[src/rtl/assoc_cache.sv]
// assoc_cache: SETS x K set-associative write-back cache with per-set CLOCK replacement.
module assoc_cache #(
  parameter int ADDR_WIDTH = 8,
  parameter int LINE_WIDTH = 32,
  parameter int K          = 2,
  parameter int SETS       = 4
) (
  input  logic                  clock,
  input  logic                  reset_n,
  input  logic                  enable,
  input  logic [ADDR_WIDTH-1:0] in_addr,
  input  logic [LINE_WIDTH-1:0] in_val,
  input  logic                  read,
  input  logic                  write,
  input  logic                  fill,
  input  logic                  invalidate,
  output logic                  ready,
  output logic                  done,
  output logic                  hit,
  output logic [LINE_WIDTH-1:0] out_val,
  output logic                  evict_valid,
  output logic [ADDR_WIDTH-1:0] evict_addr,
  output logic [LINE_WIDTH-1:0] evict_val
);
  localparam int IW = $clog2(SETS);
  localparam int TW = ADDR_WIDTH - IW;
  localparam int PW = $clog2(K);
  typedef enum logic {IDLE, SWEEP} state_t;
  state_t state, state_nxt;
  logic [K-1:0] valid_q [SETS];
  logic [K-1:0] ref_q [SETS];
  logic [K-1:0] dirty_q [SETS];
  logic [TW-1:0] tag_q [SETS][K];
  logic [LINE_WIDTH-1:0] data_q [SETS][K];
  logic [PW-1:0] ptr_q [SETS];
  logic [ADDR_WIDTH-1:0] cap_addr;
  logic [LINE_WIDTH-1:0] cap_val;
  logic cap_wr;
  logic [IW-1:0] idx, cidx;
  logic [TW-1:0] tag, ctag;
  logic [PW-1:0] p, p_nxt, hit_w, free_w;
  logic hit_any, free_any, accept, op_inv, op_wr, op_fill;
  assign ready   = state == IDLE;
  assign idx     = in_addr[IW-1:0];
  assign tag     = in_addr[ADDR_WIDTH-1:IW];
  assign cidx    = cap_addr[IW-1:0];
  assign ctag    = cap_addr[ADDR_WIDTH-1:IW];
  assign p       = ptr_q[cidx];
  assign p_nxt   = (p == PW'(K - 1)) ? '0 : p + 1'b1;
  assign op_inv  = invalidate;
  assign op_wr   = write & ~invalidate;
  assign op_fill = fill & ~invalidate & ~write;
  assign accept  = ready & enable & (read | write | fill | invalidate);
  // descending scan so the lowest-index match/free way wins
  always_comb begin
    hit_any  = 1'b0;
    hit_w    = '0;
    free_any = 1'b0;
    free_w   = '0;
    for (int w = K - 1; w >= 0; w--) begin
      if (valid_q[idx][w] && tag_q[idx][w] == tag) begin
        hit_any = 1'b1;
        hit_w   = PW'(w);
      end
      if (!valid_q[idx][w]) begin
        free_any = 1'b1;
        free_w   = PW'(w);
      end
    end
    state_nxt = state;
    if (state == IDLE && accept && (op_wr || op_fill) && !hit_any && !free_any) state_nxt = SWEEP;
    else if (state == SWEEP && !ref_q[cidx][p]) state_nxt = IDLE;
  end
  always_ff @(posedge clock or negedge reset_n)
    if (!reset_n) state <= IDLE;
    else state <= state_nxt;
  always_ff @(posedge clock or negedge reset_n) begin
    if (!reset_n) begin
      for (int s = 0; s < SETS; s++) begin
        valid_q[s] <= '0;
        ref_q[s]   <= '0;
        dirty_q[s] <= '0;
        ptr_q[s]   <= '0;
        for (int w = 0; w < K; w++) begin
          tag_q[s][w]  <= '0;
          data_q[s][w] <= '0;
        end
      end
      cap_addr    <= '0;
      cap_val     <= '0;
      cap_wr      <= 1'b0;
      done        <= 1'b0;
      hit         <= 1'b0;
      out_val     <= '0;
      evict_valid <= 1'b0;
      evict_addr  <= '0;
      evict_val   <= '0;
    end else begin
      done        <= 1'b0;
      evict_valid <= 1'b0;
      if (accept) begin
        cap_addr <= in_addr;
        cap_val  <= in_val;
        cap_wr   <= op_wr;
        if (op_inv) begin
          done <= 1'b1;
          hit  <= hit_any;
          if (hit_any) begin
            valid_q[idx][hit_w] <= 1'b0;
            ref_q[idx][hit_w]   <= 1'b0;
            dirty_q[idx][hit_w] <= 1'b0;
            if (dirty_q[idx][hit_w]) begin
              evict_valid <= 1'b1;
              evict_addr  <= in_addr;
              evict_val   <= data_q[idx][hit_w];
            end
          end
        end else if (op_wr || op_fill) begin
          if (hit_any) begin
            done <= 1'b1;
            hit  <= 1'b1;
            if (op_wr) begin
              data_q[idx][hit_w]  <= in_val;
              ref_q[idx][hit_w]   <= 1'b1;
              dirty_q[idx][hit_w] <= 1'b1;
            end
          end else if (free_any) begin
            done                 <= 1'b1;
            hit                  <= 1'b0;
            valid_q[idx][free_w] <= 1'b1;
            ref_q[idx][free_w]   <= 1'b1;
            dirty_q[idx][free_w] <= op_wr;
            tag_q[idx][free_w]   <= tag;
            data_q[idx][free_w]  <= in_val;
          end
        end else begin
          done <= 1'b1;
          hit  <= hit_any;
          if (hit_any) begin
            out_val           <= data_q[idx][hit_w];
            ref_q[idx][hit_w] <= 1'b1;
          end
        end
      end else if (state == SWEEP) begin
        ptr_q[cidx] <= p_nxt;
        if (ref_q[cidx][p]) ref_q[cidx][p] <= 1'b0;
        else begin
          if (dirty_q[cidx][p]) begin
            evict_valid <= 1'b1;
            evict_addr  <= {tag_q[cidx][p], cidx};
            evict_val   <= data_q[cidx][p];
          end
          valid_q[cidx][p] <= 1'b1;
          ref_q[cidx][p]   <= 1'b1;
          dirty_q[cidx][p] <= cap_wr;
          tag_q[cidx][p]   <= ctag;
          data_q[cidx][p]  <= cap_val;
          hit              <= 1'b0;
          done             <= 1'b1;
        end
      end
    end
  end
endmodule

[config.mk]
export PLATFORM = sky130hd
export DESIGN_NAME = assoc_cache
export DESIGN_NICKNAME = d
export VERILOG_FILES = /design/src/rtl/assoc_cache.sv
export SDC_FILE = /design/constraint.sdc
export NUM_CORES = 1
export LEC_CHECK = 0
export CAP_MARGIN = 40
export CORE_UTILIZATION = 35
export CTS_CLUSTER_DIAMETER = 50
export CTS_CLUSTER_SIZE = 24
export DETAILED_ROUTE_END_ITERATION = 10
export PLACE_DENSITY_LB_ADDON = 0.08
export REMOVE_ABC_BUFFERS = 1
export SLEW_MARGIN = 20
export SYNTH_ARGS = -nofsm -noshare
export SYNTH_HDL_FRONTEND = slang
export SYNTH_SLANG_ARGS = --single-unit
[constraint.sdc]
create_clock -name clock -period 4.5 [get_ports clock]
set_input_delay 0.675 -clock clock [delete_from_list [all_inputs] [get_ports clock]]
set_output_delay 0.675 -clock clock [all_outputs]
set_load 0.01 [all_outputs]
== Word-level counts from Yosys, hierarchy flattened ==
Index checks and enable logic that the tools add are counted.
Widths: inputs -> output; s select.

* Flip-flop bits (word level): 449
* Input bits: 47
* Output and inout port bits: 76

* Add/subtract/negate cells: 1
* $lt $le $gt $ge: 16
* Equal/unequal tests: 20
* Multiplexer cells: 170
* Bitwise logic cells: 30
* Reductions and logical operators: 31

{| class="wikitable"
|+ Operators by type and width
! operator !! count
|-
| $mux 256 || 8
|-
| $bwmux 256 || 3
|-
| $mux 32 || 16
|-
| $mux 64 || 7
|-
| $demux 64 s2 || 3
|-
| $mux 48 || 7
|-
| $mux 8 || 34
|-
| $bmux 64 s2 || 2
|-
| $bwmux 48 || 2
|-
| $demux 32 s1 || 3
|-
| $mux 12 || 6
|-
| $bmux 12 s2 || 2
|-
| $demux 12 s2 || 2
|-
| $or 8x8->8 || 6
|-
| $mux 1 || 42
|-
| $and 8x8->8 || 4
|-
| $mux 6 || 5
|-
| $reduce_and 6->1 || 5
|-
| $mux 2 || 11
|-
| $bmux 2 s2 || 4
|-
| $bwmux 8 || 2
|-
| $not 8->8 || 2
|-
| $logic_and 1x1->1 || 15
|-
| $demux 2 s2 || 3
|-
| 31 further kinds || 74
|}

== Logic depth before layout (Yosys ltp) ==
Gate-level depths: netlist (run 1).

* Depth after elaboration: 21
* Gate-level depth with buffers: 15
* Depth with buffers taken out: 9

== Least setup slack after synthesis (run 1) ==
No wires, ideal clock.

* Kind: input to register
* Start point: in in_addr[0]
* End point: reg data_q[210] (netlist bit)
* Setup time: 0.125 ns
* Arrival: 3.430 ns
* Required time: 4.375 ns
* Path slack: 0.945 ns
* Cell stages on the path: 12
* Cell sequence: buf_2 > mux4_2 > xnor2_1 > and3_1 > and3_1 > clkbuf_1 > or2_1 > buf_4 > o211ai_4 > o21bai_2 > buf_6 > mux2_2

* Cells in the longest elaborated chain, start to end: 21
* Elaborated cells on any way between the ends: 47
* Classes of those cells: order compare (6); eq/ne (4); mux (28); bitwise (3); reduce/logical (6)

{| class="wikitable"
|+ RTL lines
! element !! RTL line !! text
|-
| start, declared || 11 || <nowiki>input logic [ADDR_WIDTH-1:0] in_addr,</nowiki>
|-
| $not 2->3 (not written as such) * || n/a ||
|-
| $bmux 12 s2 || 61 || <nowiki>if (valid_q[idx][w] && tag_q[idx][w] == tag) begin</nowiki>
|-
| $mux 12 (not written as such) (2 in series) || 61 ||
|-
| $eq 6x6->1 || 61 ||
|-
| $logic_and 1x1->1 || 61 ||
|-
| $mux 1 (2 in series) || 61 ||
|-
| $not 1->2 (not written as such) || 123 || <nowiki>data_q[idx][hit_w] <= in_val;</nowiki>
|-
| $ge 2x2->1 (not written as such) or $lt 2x1->1 (tied branches) || 123 ||
|-
| (+3 left out) || n/a ||
|-
| $mux 64 (not written as such) || 123 ||
|-
| $demux 64 s2 || 123 ||
|-
| $bwmux 256 || 123 ||
|-
| $mux 256 || 122 || <nowiki>if (op_wr) begin</nowiki>
|-
| $mux 256 || 119 || <nowiki>if (hit_any) begin</nowiki>
|-
| $mux 256 || 118 || <nowiki>end else if (op_wr || op_fill) begin</nowiki>
|-
| $mux 256 || 105 || <nowiki>if (op_inv) begin</nowiki>
|-
| $mux 256 || 101 || <nowiki>if (accept) begin</nowiki>
|-
| end signal, assigned by index || 123 ||
|-
| end signal, assigned by index || 134 || <nowiki>data_q[idx][free_w] <= in_val;</nowiki>
|-
| end signal, assigned by index || 157 || <nowiki>data_q[cidx][p] <= cap_val;</nowiki>
|-
| end, declared || 34 || <nowiki>logic [LINE_WIDTH-1:0] data_q [SETS][K];</nowiki>
|}

Every way passes the cells marked *; elsewhere a longest branch is shown, timed or not. The select of a mux whose other input is x is not followed.
A chain may end at the register's enable or synchronous reset.

== Worst setup path after layout (run 1) ==
* Start point: in in_addr[1]
* End point: reg data_q[19] (netlist bit)

The elaborated chain is that of the path after synthesis.

==> reports/summary.txt, run 1 <==
Status -> completed
CTS HTree Levels -> 3
Final HPWL DP -> 54,000 microns
Critical R2R Launch -> tag_q[11]
Maximum number of pins on one net before global-route repair -> 104
Compound-Gate Fraction of Synth Area -> 12.4%
Port buffer count -> 122
Hold Vio Cnt, Final -> 0
Post-synthesis cell type count -> 66
Initial drt markers -> 1,707
Via/cell ratio -> 6.14
First-pass GRT wire length -> 140,000 microns
# Post-CTS Setup Buffers -> 0
ANT cells -> 0
Die Wd -> 271 microns
Core ar. -> 71,600 sq um
Post-synth ARST share -> 100%
DRC viols -> 0
Warnings from Yosys -> 0
Synth Cell Area -> 25,400 sq um
Post-Synth XOR/XNOR Area -> 0.552%
Min Hold Slack -> 0.119 ns
GRT Overall Usage -> 25.6%
Share of cells above drive strength 1 -> 29.3%
Clock Path Buffers -> 3
Layout overhead on the synthesized area -> 20.1%
Final wirelength -> 93,700 microns
Crit path time final -> 3.51 ns
Initial antenna violation count -> 1
Max transition margin -> 37.3%
Clk Latency, worst-skew pair -> 0.61 ns
Worst Path Max Fanout -> 20
Wirelength per Cell -> 29.4 microns
Sequential share of the synthesized area -> 44.3%
Adder-cell share of the synthesized area -> 0%
Die Area -> 73,600 sq um
Initial core utilization -> 35.4%
Io pins -> 123
Site Rows -> 98
Detailed Routing Iterations Pass 1 -> 6
Chip Height -> 271 microns
Hold-fix buffers, CTS -> 0
#FFs+latches synth -> 449
CTS tree -> built
Period utilization -> 78.0%
Routability congestion estimate -> 0.848
RSZ-0062 raised after global routing -> false
Max-slew violation count -> 0
Largest family of logic cells by synthesized area -> multiplexers
Fin nets -> 2,233
Setup CP Type -> primary input to flop
Setup TNS Final -> 0 ns
Synth Area in Simple Gates -> 4.90%
Power per Cell Area -> 590 nW/um^2
Max-Cap Viols -> 0
CP Launch Point -> in_addr[1]
Syn avg cell area -> 12.2 sq um
Root Driver -> clkbuf_16
Crit path DAT -> 3.99 ns
Worst Tran Pin Value -> 0.940 ns
CP endpoint kind -> flop
Max VDD drop -> 0.000471 V
Critical Path RT -> 4.98 ns
F_max -> 285 MHz
Overflow after GRT -> 0
Number of global-route vias before repair -> 20,200
Commonest non-fill, non-tap cell in the layout -> dfrtp_1
Worst hold path class -> primary input to asynchronous set/reset pin
TritonCTS Buffers -> 67
Final setup viols -> 0
Post-CTS resize count -> 0
# fillers -> 6,794
Number of flops mapped to enable cells by yosys -> 0
Leak Pwr -> 13.4 nW
Placed cells -> 3,065
Clock-pin slew on the worst setup and hold paths -> 0.05 ns
Post-DP Area -> 28,100 sq um
Final Skew -> 0.0235 ns
DR vias -> 19,600
Mux contribution to synthesized area -> 34.0%
Ys flop type -> dfrtp_1
CP startpoint kind -> primary input
Final ANT Viol Nets -> 0
Final std cells w/o fill -> 3,187
Syn Inst Count -> 2,088
Final instance area -> 30,500 sq um
Leading cell types in the layout, fill and taps excluded -> 447 x dfrtp_1, 308 x o22ai_1, 245 x mux2_2
Clock sink count -> 449
[synth_stat cells (all sizes together), types with 2 or more instances]
cell type	count	area, sq um
a21oi	48	252
a22oi	5	37.5
a211o	2	17.5
nor3	7	51.3
a2111oi	2	23.8
o21a	2	15.0
mux4	152	3420
a21o	4	30.0
a211oi	2	27.5
o31ai	8	60.1
a222oi	4	40.0
o221ai	8	70.1
nand3	5	25.0
inv	40	150
nor2b	6	37.5
or2	4	25.0
xor2	8	70.1
buf	82	475
a221oi	5	75.1
mux2i	91	915
o22ai	308	1930
clkbuf	101	379
mux2	380	4280
xnor2	8	70.1
dfrtp	449	11200
nor2	86	335
and3	3	18.8
o21bai	3	33.8
nand2b	3	18.8
and2	8	50.1
nand2	169	642
o211ai	7	76.3
a32oi	3	26.3
a31oi	15	93.8
or3	2	12.5
o21ai	45	236
[logic make-up after synthesis]
group	Yosys count
xor gates and xnor gates	16
DFF	449
muxes	623
and+or+nand+nor	296
buffers and inverters	224
AOI/OAI and AO/OA	480
[area by class of cell]
cell class / count / area [sq um] / share of cell area [%]
flip-flops and latches: 449 / 11200 / 36.9
clock buffers: 85 / 1890 / 6.19
multi-input cells: 1415 / 13300 / 43.6
repair buffers: 212 / 2260 / 7.42
inverters: 41 / 154 / 0.505
clock inverters: 35 / 477 / 1.56
well taps: 950 / 1190 / 3.90
[per-layer routing]
layer | GRT usage (%) | up-vias | wire length (microns)
met3 | 4.77 | 142 | 6580
li1 | - | 8260 | -
met2 | 39.9 | 790 | 43200
met4 | 7.35 | 0 | 2060
met1 | 36.3 | 10400 | 41800
met5 | 0 | - | 0
[final timing paths]
kind	to	slack, ns	depth (start not counted)
max	data_q[19]	0.99	11
min	evict_val[2]	0.12	1
max reg2reg	data_q[82]	1.07	9
min reg2reg	valid_q[3]	0.48	1
max in group asynchronous	data_q[119]	3.23	2
min in group clock	valid_q[3]	0.48	1
[metrics by stage]
stage               setup WS (ns)  power, W  util, %
floorplan                   -3.78   0.00969        -
global placement            0.379    0.0122     39.1
detailed placement          0.383    0.0124     39.2
CTS                          1.01    0.0180     42.5
finish                      0.990    0.0180     42.6
global route                0.757    0.0188     42.6
[sequential cells by signal, summed over array words and instances (netlist names), 4 cells and up, named ones only]
| register | count |
|---|---|
| cap_addr | 8 |
| cap_val | 32 |
| data_q | 256 |
| dirty_q | 8 |
| evict_addr | 8 |
| evict_val | 32 |
| out_val | 32 |
| ptr_q | 4 |
| tag_q | 48 |
| valid_q | 8 |
[report_power, final]
part | switching (W) | internal, W
sequential | 0.000780 | 0.00516
combinational | 0.00357 | 0.00286
clock | 0.00210 | 0.00352
total | 0.00644 | 0.0115
[critical path: stages]
cell,delay [ns]
buf_4,0.31
buf_4,0.32
mux2i_1,0.13
a221o_1,0.35
o21ai_0,0.24
and3_1,0.39
or2_1,0.22
o211ai_4,0.22
nor2_4,0.47
buf_12,0.24
mux2_2,0.36
Note: power is estimated with default switching activity, not from simulation.
==> run 2: changes to the inputs <==
Clock period 4.5 ns to 3.4 ns, I/O delays scaled along.
==> reports/summary.txt, run 2 (synthesized netlist as in run 1, its figures left out) <==
Status -> completed
Core ar. -> 71,600 sq um
Clk Latency, worst-skew pair -> 0.60 ns
# Post-CTS Setup Buffers -> 0
Initial antenna violation count -> 1
Number of global-route vias before repair -> 20,700
Power per Cell Area -> 761 nW/um^2
Final Skew -> 0.0209 ns
DRC viols -> 0
Worst Tran Pin Value -> 0.817 ns
Die Area -> 73,600 sq um
First-pass GRT wire length -> 140,000 microns
CTS HTree Levels -> 3
# fillers -> 6,635
Final setup viols -> 0
Detailed Routing Iterations Pass 1 -> 5
Post-DP Area -> 29,000 sq um
Die Wd -> 271 microns
Clock-pin slew on the worst setup and hold paths -> 0.05 ns
Hold Vio Cnt, Final -> 0
Io pins -> 123
Max transition margin -> 45.3%
Clock Path Buffers -> 3
CP max-delay cell -> mux4_2
Fin nets -> 2,319
CP endpoint kind -> flop
F_max -> 303 MHz
Setup CP Type -> flop to flop
Port buffer count -> 122
Max VDD drop -> 0.000400 V
RSZ-0062 raised after global routing -> false
CP most frequent cell -> and3_1
Clock sink count -> 449
Flop-to-flop setup slack -> 0.10 ns
Crit path time final -> 3.30 ns
CP Buf/Inv Count -> 1
Cell family with most CP delay -> multiplexers
TritonCTS Buffers -> 68
Critical Path RT -> 3.87 ns
Layout overhead on the synthesized area -> 23.6%
Most flops, register -> data_q
Final ANT Viol Nets -> 0
Biggest regs -> data_q: 256 flops, tag_q: 48 flops
Final std cells w/o fill -> 3,275
Final HPWL DP -> 58,400 microns
Site Rows -> 98
Worst slack at placement -> -0.326 ns
DR vias -> 19,700
Min Hold Slack -> 0.474 ns
Post-CTS resize count -> 0
Chip Height -> 271 microns
Commonest non-fill, non-tap cell in the layout -> dfrtp_1
Max reg flops -> 256
Initial core utilization -> 35.4%
GRT Overall Usage -> 25.4%
Worst Path Max Fanout -> 9
Initial drt markers -> 1,602
Final instance area -> 31,400 sq um
Maximum number of pins on one net before global-route repair -> 82
Routability congestion estimate -> 0.896
Max-Cap Viols -> 0
Leak Pwr -> 13.9 nW
Final core utilization -> 43.8%
Worst hold path class -> flop to flop
Placed cells -> 3,151
Overflow after GRT -> 0
Period utilization -> 96.9%
Crit path largest cell delay -> 0.52 ns
Post-route setup slack -> 0.104 ns
CP startpoint kind -> flop
Root Driver -> clkbuf_16
Cells along the critical path -> mux4_2 > xnor2_1 > and3_1 > and3_1 > or2_1 > o211ai_4 > o21bai_4 > buf_12 > mux2_1
Leading cell types in the layout, fill and taps excluded -> 447 x dfrtp_1, 308 x o22ai_1, 245 x mux2_2
CTS tree -> built
Max-slew violation count -> 0
Final wirelength -> 92,900 microns
Share of cells above drive strength 1 -> 31.7%
Hold-fix buffers, CTS -> 1
Wirelength per Cell -> 28.4 microns
Via/cell ratio -> 6.01
Crit path DAT -> 3.77 ns
==> run 2: final cells by class <==
class                           count  area [sq um]  area share (%)
Multi-Input combinational cell   1415         13300            42.3
Sequential cell                   449         11200            35.8
Timing Repair Buffer              297          3190            10.2
Clock buffer                       85          1850            5.89
Tap cell                          950          1190            3.79
Clock inverter                     37           470            1.50
Inverter                           41           154           0.491
Antenna cell                        1          2.50         0.00798
==> run 2: worst paths after layout <==
path,to,from,depth (start not counted)
max,data_q[130],tag_q[11],9
min,valid_q[7],valid_q[7],1
max reg2reg,data_q[130],tag_q[11],9
min reg2reg,valid_q[7],valid_q[7],1
max in group asynchronous,cap_addr[0],reset_n,4
min in group asynchronous,evict_val[2],reset_n,2
==> run 2: metal layers <==
layer  vias to the layer above  wire length, microns  global-route usage (%)
met2                       685                 43900                    40.7
met5                         -                     0                       0
met4                         0                  2370                    7.33
met3                       166                  4970                    3.73
li1                       8423                     -                       -
met1                     10400                 41700                    35.8
==> run 2: report_power, final <==
part / internal [W] / switching [W] / total [W]
clock network: 0.00451 / 0.00277 / 0.00728
registers: 0.00683 / 0.00100 / 0.00783
logic: 0.00397 / 0.00479 / 0.00876
total: 0.0153 / 0.00855 / 0.0239
==> run 2: through the flow <==
stage	setup TNS [ns]	power [W]
3_3_place_gp	-71.62	0.0164
2_1_floorplan	-1388.18	0.0128
5_1_grt	0	0.0250
4_1_cts	0	0.0240
6_report	0	0.0239
3_5_place_dp	-79.34	0.0166
==> run 3: changes to the inputs <==
Settings changed: SKIP_CTS_REPAIR_TIMING from default to 1.
==> reports/summary.txt, run 3 (synthesized netlist as in run 1, its figures left out) <==
DRC viols -> 0
Wirelength per Cell -> 28.4 microns
R2R Path End -> data_q[130]
Final ANT Viol Nets -> 0
Final std cells w/o fill -> 3,275
Worst Tran Pin Value -> 0.817 ns
Status -> completed
RSZ-0062 raised after global routing -> false
Final Skew -> 0.0209 ns
F_max -> 303 MHz
Final setup viols -> 0
Crit path time final -> 3.30 ns
Hold Vio Cnt, Final -> 0
Switch share -> 35.8%
Leading cell types in the layout, fill and taps excluded -> 447 x dfrtp_1, 308 x o22ai_1, 245 x mux2_2
Sequential power share -> 32.8%
Number of global-route vias before repair -> 20,700
Overflow after GRT -> 0
Final core utilization -> 43.8%
Layout overhead on the synthesized area -> 23.6%
Port buffer count -> 122
Max transition margin -> 45.3%
CTS tree -> built
Detailed Routing Iterations Pass 1 -> 5
Setup crit end -> data_q[130]
Flop-to-flop setup slack -> 0.10 ns
Biggest regs -> data_q: 256 flops, tag_q: 48 flops
Io pins -> 123
Internal -> 0.0153 W
Setup CP Type -> flop to flop
Comb power frac -> 36.7%
Period utilization -> 96.9%
Worst hold path class -> flop to flop
Commonest non-fill, non-tap cell in the layout -> dfrtp_1
Final HPWL DP -> 58,400 microns
Placed cells -> 3,151
Routability congestion estimate -> 0.896
Share of cells above drive strength 1 -> 31.7%
Power share of the clock group -> 30.5%
Critical R2R Launch -> tag_q[11]
Worst slack at placement -> -0.326 ns
Fin nets -> 2,319
CP Launch Point -> tag_q[11]
Power per Cell Area -> 761 nW/um^2
Critical Path RT -> 3.87 ns
Path depth of the worst reg2reg path -> 9
Clk Latency, worst-skew pair -> 0.60 ns
Crit path DAT -> 3.77 ns
Max-slew violation count -> 0
Max VDD drop -> 0.000400 V
Clock sink count -> 449
Clock Path Buffers -> 3
Site Rows -> 98
Core ar. -> 71,600 sq um
Most flops, register -> data_q
DR vias -> 19,700
CP endpoint kind -> flop
Final wirelength -> 92,900 microns
Root Driver -> clkbuf_16
Initial antenna violation count -> 1
CTS HTree Levels -> 3
Clock-pin slew on the worst setup and hold paths -> 0.05 ns
TritonCTS Buffers -> 68
Max-Cap Viols -> 0
Switching Power -> 0.00855 W
Worst Path Max Fanout -> 9
Post-route setup slack -> 0.104 ns
Max reg flops -> 256
Via/cell ratio -> 6.01
Chip Height -> 271 microns
Maximum number of pins on one net before global-route repair -> 82
CP startpoint kind -> flop
GRT Overall Usage -> 25.4%
Initial core utilization -> 35.4%
Die Wd -> 271 microns
Initial drt markers -> 1,602
First-pass GRT wire length -> 140,000 microns
Leak Pwr -> 13.9 nW
Die Area -> 73,600 sq um
run 3: cell counts in the layout (fill, tap and decap cells not counted):
No cell type changed its count.
run 3: worst min-delay path by stage:
stage | startpoint | end | slack [ns] | cells past startpoint
3_3_place_gp | valid_q[7] | valid_q[7] | 0.45 | 1
4_1_cts | reset_n | evict_val[9] | -0.05 | 1
6_report | valid_q[7] | valid_q[7] | 0.47 | 1
2_1_floorplan | reset_n | asynchronous set/reset pin | 0.21 | 0
5_1_grt | valid_q[7] | valid_q[7] | 0.50 | 1
3_5_place_dp | valid_q[7] | valid_q[7] | 0.47 | 1
run 3: area by class of cell:
| cell class | instances | area [sq um] |
|---|---|---|
| fillers | 6635 | 40200 |
| multi-input cells | 1415 | 13300 |
| flip-flops and latches | 449 | 11200 |
| repair buffers | 297 | 3190 |
| clock buffers | 85 | 1850 |
| well taps | 950 | 1190 |
| clock inverters | 37 | 470 |
| inverters | 41 | 154 |
| diodes | 1 | 2.50 |
run 3: power groups by stage:
stage	registers, W	clock network [W]	logic [W]
2_1_floorplan	0.00788	0	0.00494
3_3_place_gp	0.00780	0	0.00864
3_5_place_dp	0.00789	0	0.00874
4_1_cts	0.00781	0.00745	0.00877
5_1_grt	0.00804	0.00766	0.00933
6_report	0.00783	0.00728	0.00876
run 3: layer usage:
| metal | GRT usage, % | up-vias | share of wire [%] | wire length (microns) |
|---|---|---|---|---|
| met4 | 7.33 | 0 | 2.5 | 2370 |
| met2 | 40.7 | 685 | 47 | 43900 |
| li1 | - | 8423 | - | - |
| met1 | 35.8 | 10400 | 45 | 41700 |
| met5 | 0 | - | 0 | 0 |
| met3 | 3.73 | 166 | 5.3 | 4970 |
run 3: critical path, stage by stage, from the launching register on:
cell and delay (ns):
dfrtp_1 0.38, mux4_2 0.52, xnor2_1 0.17, and3_1 0.20, and3_1 0.24, or2_1 0.29, o211ai_4 0.51, o21bai_4 0.33
buf_12 0.19, mux2_1 0.33
run 3: stage by stage:
step	power [W]	instance area [sq um]	TNS (ns)	hold slack, ns
final	0.0239	31400	0	0.474
after global routing	0.0250	31400	0	0.496
after CTS	0.0240	31400	0	-0.0538
after detailed placement	0.0166	29000	-79.34	0.466
after global placement	0.0164	29000	-71.62	0.453
after floorplan	0.0128	24500	-1388.18	0.214
==> RTL change, RTL diff (settings of run 2) <==
Reset style: synchronous (`reset_n`), changed in 2 clocked blocks.
--- a/src/rtl/assoc_cache.sv
+++ b/src/rtl/assoc_cache.sv
@@ -71,10 +71,10 @@
     if (state == IDLE && accept && (op_wr || op_fill) && !hit_any && !free_any) state_nxt = SWEEP;
     else if (state == SWEEP && !ref_q[cidx][p]) state_nxt = IDLE;
   end
-  always_ff @(posedge clock or negedge reset_n)
+  always_ff @(posedge clock)
     if (!reset_n) state <= IDLE;
     else state <= state_nxt;
-  always_ff @(posedge clock or negedge reset_n) begin
+  always_ff @(posedge clock) begin
     if (!reset_n) begin
       for (int s = 0; s < SETS; s++) begin
         valid_q[s] <= '0;
Check against the original RTL: not settled (the Yosys comparison gave no result); the edit may change what the design does.
==> RTL change against run 2 <==
- die area fell by 14%
- critical endpoint is now data_q[2][54]$_SDFFCE_PN0P_
- worst hold slack lost 0.023 ns
- wire length shrank 27%
- non-clock buffer count decreased by 20
- final area decreased by 13%
- cell count shrank 13%
- sequential cell count is 2 higher
- worst setup slack better by 0.13 ns
- sequential share of layout area up 9.1 points
- synthesized cell count down 17%
- area after synthesis decreased by 14%
Power is not compared: it rests on default switching activity, and its combinational part moved more than twofold at a synthesized area within 25%.
==> RTL change: results (changes against run 2) <==
| Metric | Value |
|---|---|
| Area after DPL | 25300 sq um (was 29000 sq um) |
| First-pass GRT wire length | 101000 microns (was 140000 microns) |
| Total CTS buffers | 61 (was 68) |
| Ratio of cells with drive above 1 in the final layout | 23.2% (was 31.7%) |
| Post-synth EDFFs | 329 (was 0) |
| Pre-CTS setup slack | -0.0589 ns (was -0.326 ns) |
| Buffers outside the clock class | 277 (was 297) |
| Met2 Use GR | 37.2% (was 40.7%) |
| # H-tree levels | 2 (was 3) |
| Clock buf/inv share | 7.43% (was 7.39%) |
| Met2 wire length | 33600 microns (was 43900 microns) |
| Num tapcells | 837 (was 950) |
| FF+latch area | 12300 sq um (was 11200 sq um) |
| Slew @ Worst Pin | 0.798 ns (was 0.817 ns) |
| Critical path peak fanout | 23 (was 9) |
| Cells after DPL | 2723 (was 3151) |
| Final Non-Filler Cells | 2840 (was 3275) |
| Status | complete, no violations (unchanged) |
| Antenna Cells | 0 (was 1) |
| Initial antenna violation count | 2 (was 1) |
| Netlist cell types | 57 (was 66) |
| Iteration-0 DRC count of the detailed router | 1093 (was 1602) |
| Inverters, non-clock | 19 (was 41) |
| Max Used Layer | met5 (was met4) |
| Gpl congestion | 0.863 (was 0.896) |
| Total Wirelength | 67600 microns (was 92900 microns) |
| Synth Register Bits | 451 (was 449) |
| M1 GR Usage | 27.8% (was 35.8%) |
| Dominant synthesized flop cell | edfxtp_1 (was dfrtp_1) |
| Wire length on met3 | 3750 microns (was 4970 microns) |
| M1 WL | 28700 microns (was 41700 microns) |
| Largest net degree at the start of global routing | 65 (was 82) |
| Clock Skew | 0.0274 ns (was 0.0209 ns) |
| Worst EP arrival | 3.47 ns (was 3.77 ns) |
| Nets | 1998 (was 2319) |
| Grt met3 use | 3.70% (was 3.73%) |
| Worst-Skew Late Latency | 0.63 ns (was 0.60 ns) |
| Top cells by area, synth | edfxtp_1 45%, mux4_2 16%, dfxtp_1 11% (was dfrtp_1 44%, mux4_2 13%, mux2_2 11%) |
| Avg Inst Size Synth | 12.6 sq um (was 12.2 sq um) |
| Post-synthesis async set-or-reset flop share | 0% (was 100%) |
| Gr usage total | 21.6% (was 25.4%) |
| Final HPWL DP | 42800 microns (was 58400 microns) |
| Top cells by count, synth | 396 x nor2_1, 329 x edfxtp_1, 166 x nand2_1 (was 449 x dfrtp_1, 308 x o22ai_1, 245 x mux2_2) |
| CLK BUF | 72 (was 85) |
| Vias in the first global route | 15900 (was 20700) |
[RTL change: worst paths after layout]
path	start	end	slack [ns]	cells past startpoint
setup / recovery	flop	data_q[2][54]$_SDFFCE_PN0P_	0.23	9
hold / removal	cap_val[30]$_SDFFE_PN0P_	cap_val[30]$_SDFFE_PN0P_	0.45	2
setup reg to reg	flop	data_q[2][54]$_SDFFCE_PN0P_	0.23	9
hold reg to reg	cap_val[30]$_SDFFE_PN0P_	cap_val[30]$_SDFFE_PN0P_	0.45	2
[RTL change: logic make-up (layout without fill, tap and decap cells)]
group	Yosys count	count (layout)	synth area share, %
buf+inv	149	411	2.96
mux	290	290	22.3
simple gates	654	654	12.1
compound gates	178	178	5.60
xor+xnor	19	19	0.760
flops	451	451	56.3
[RTL change: critical path, stage by stage, from the launching register on]
cell,delay [ns]
dfxtp_4,0.35
mux4_4,0.69
mux2i_1,0.15
buf_4,0.16
nand2_4,0.07
buf_4,0.39
a32o_1,0.47
nand2_2,0.17
nand2_2,0.19
buf_4,0.21
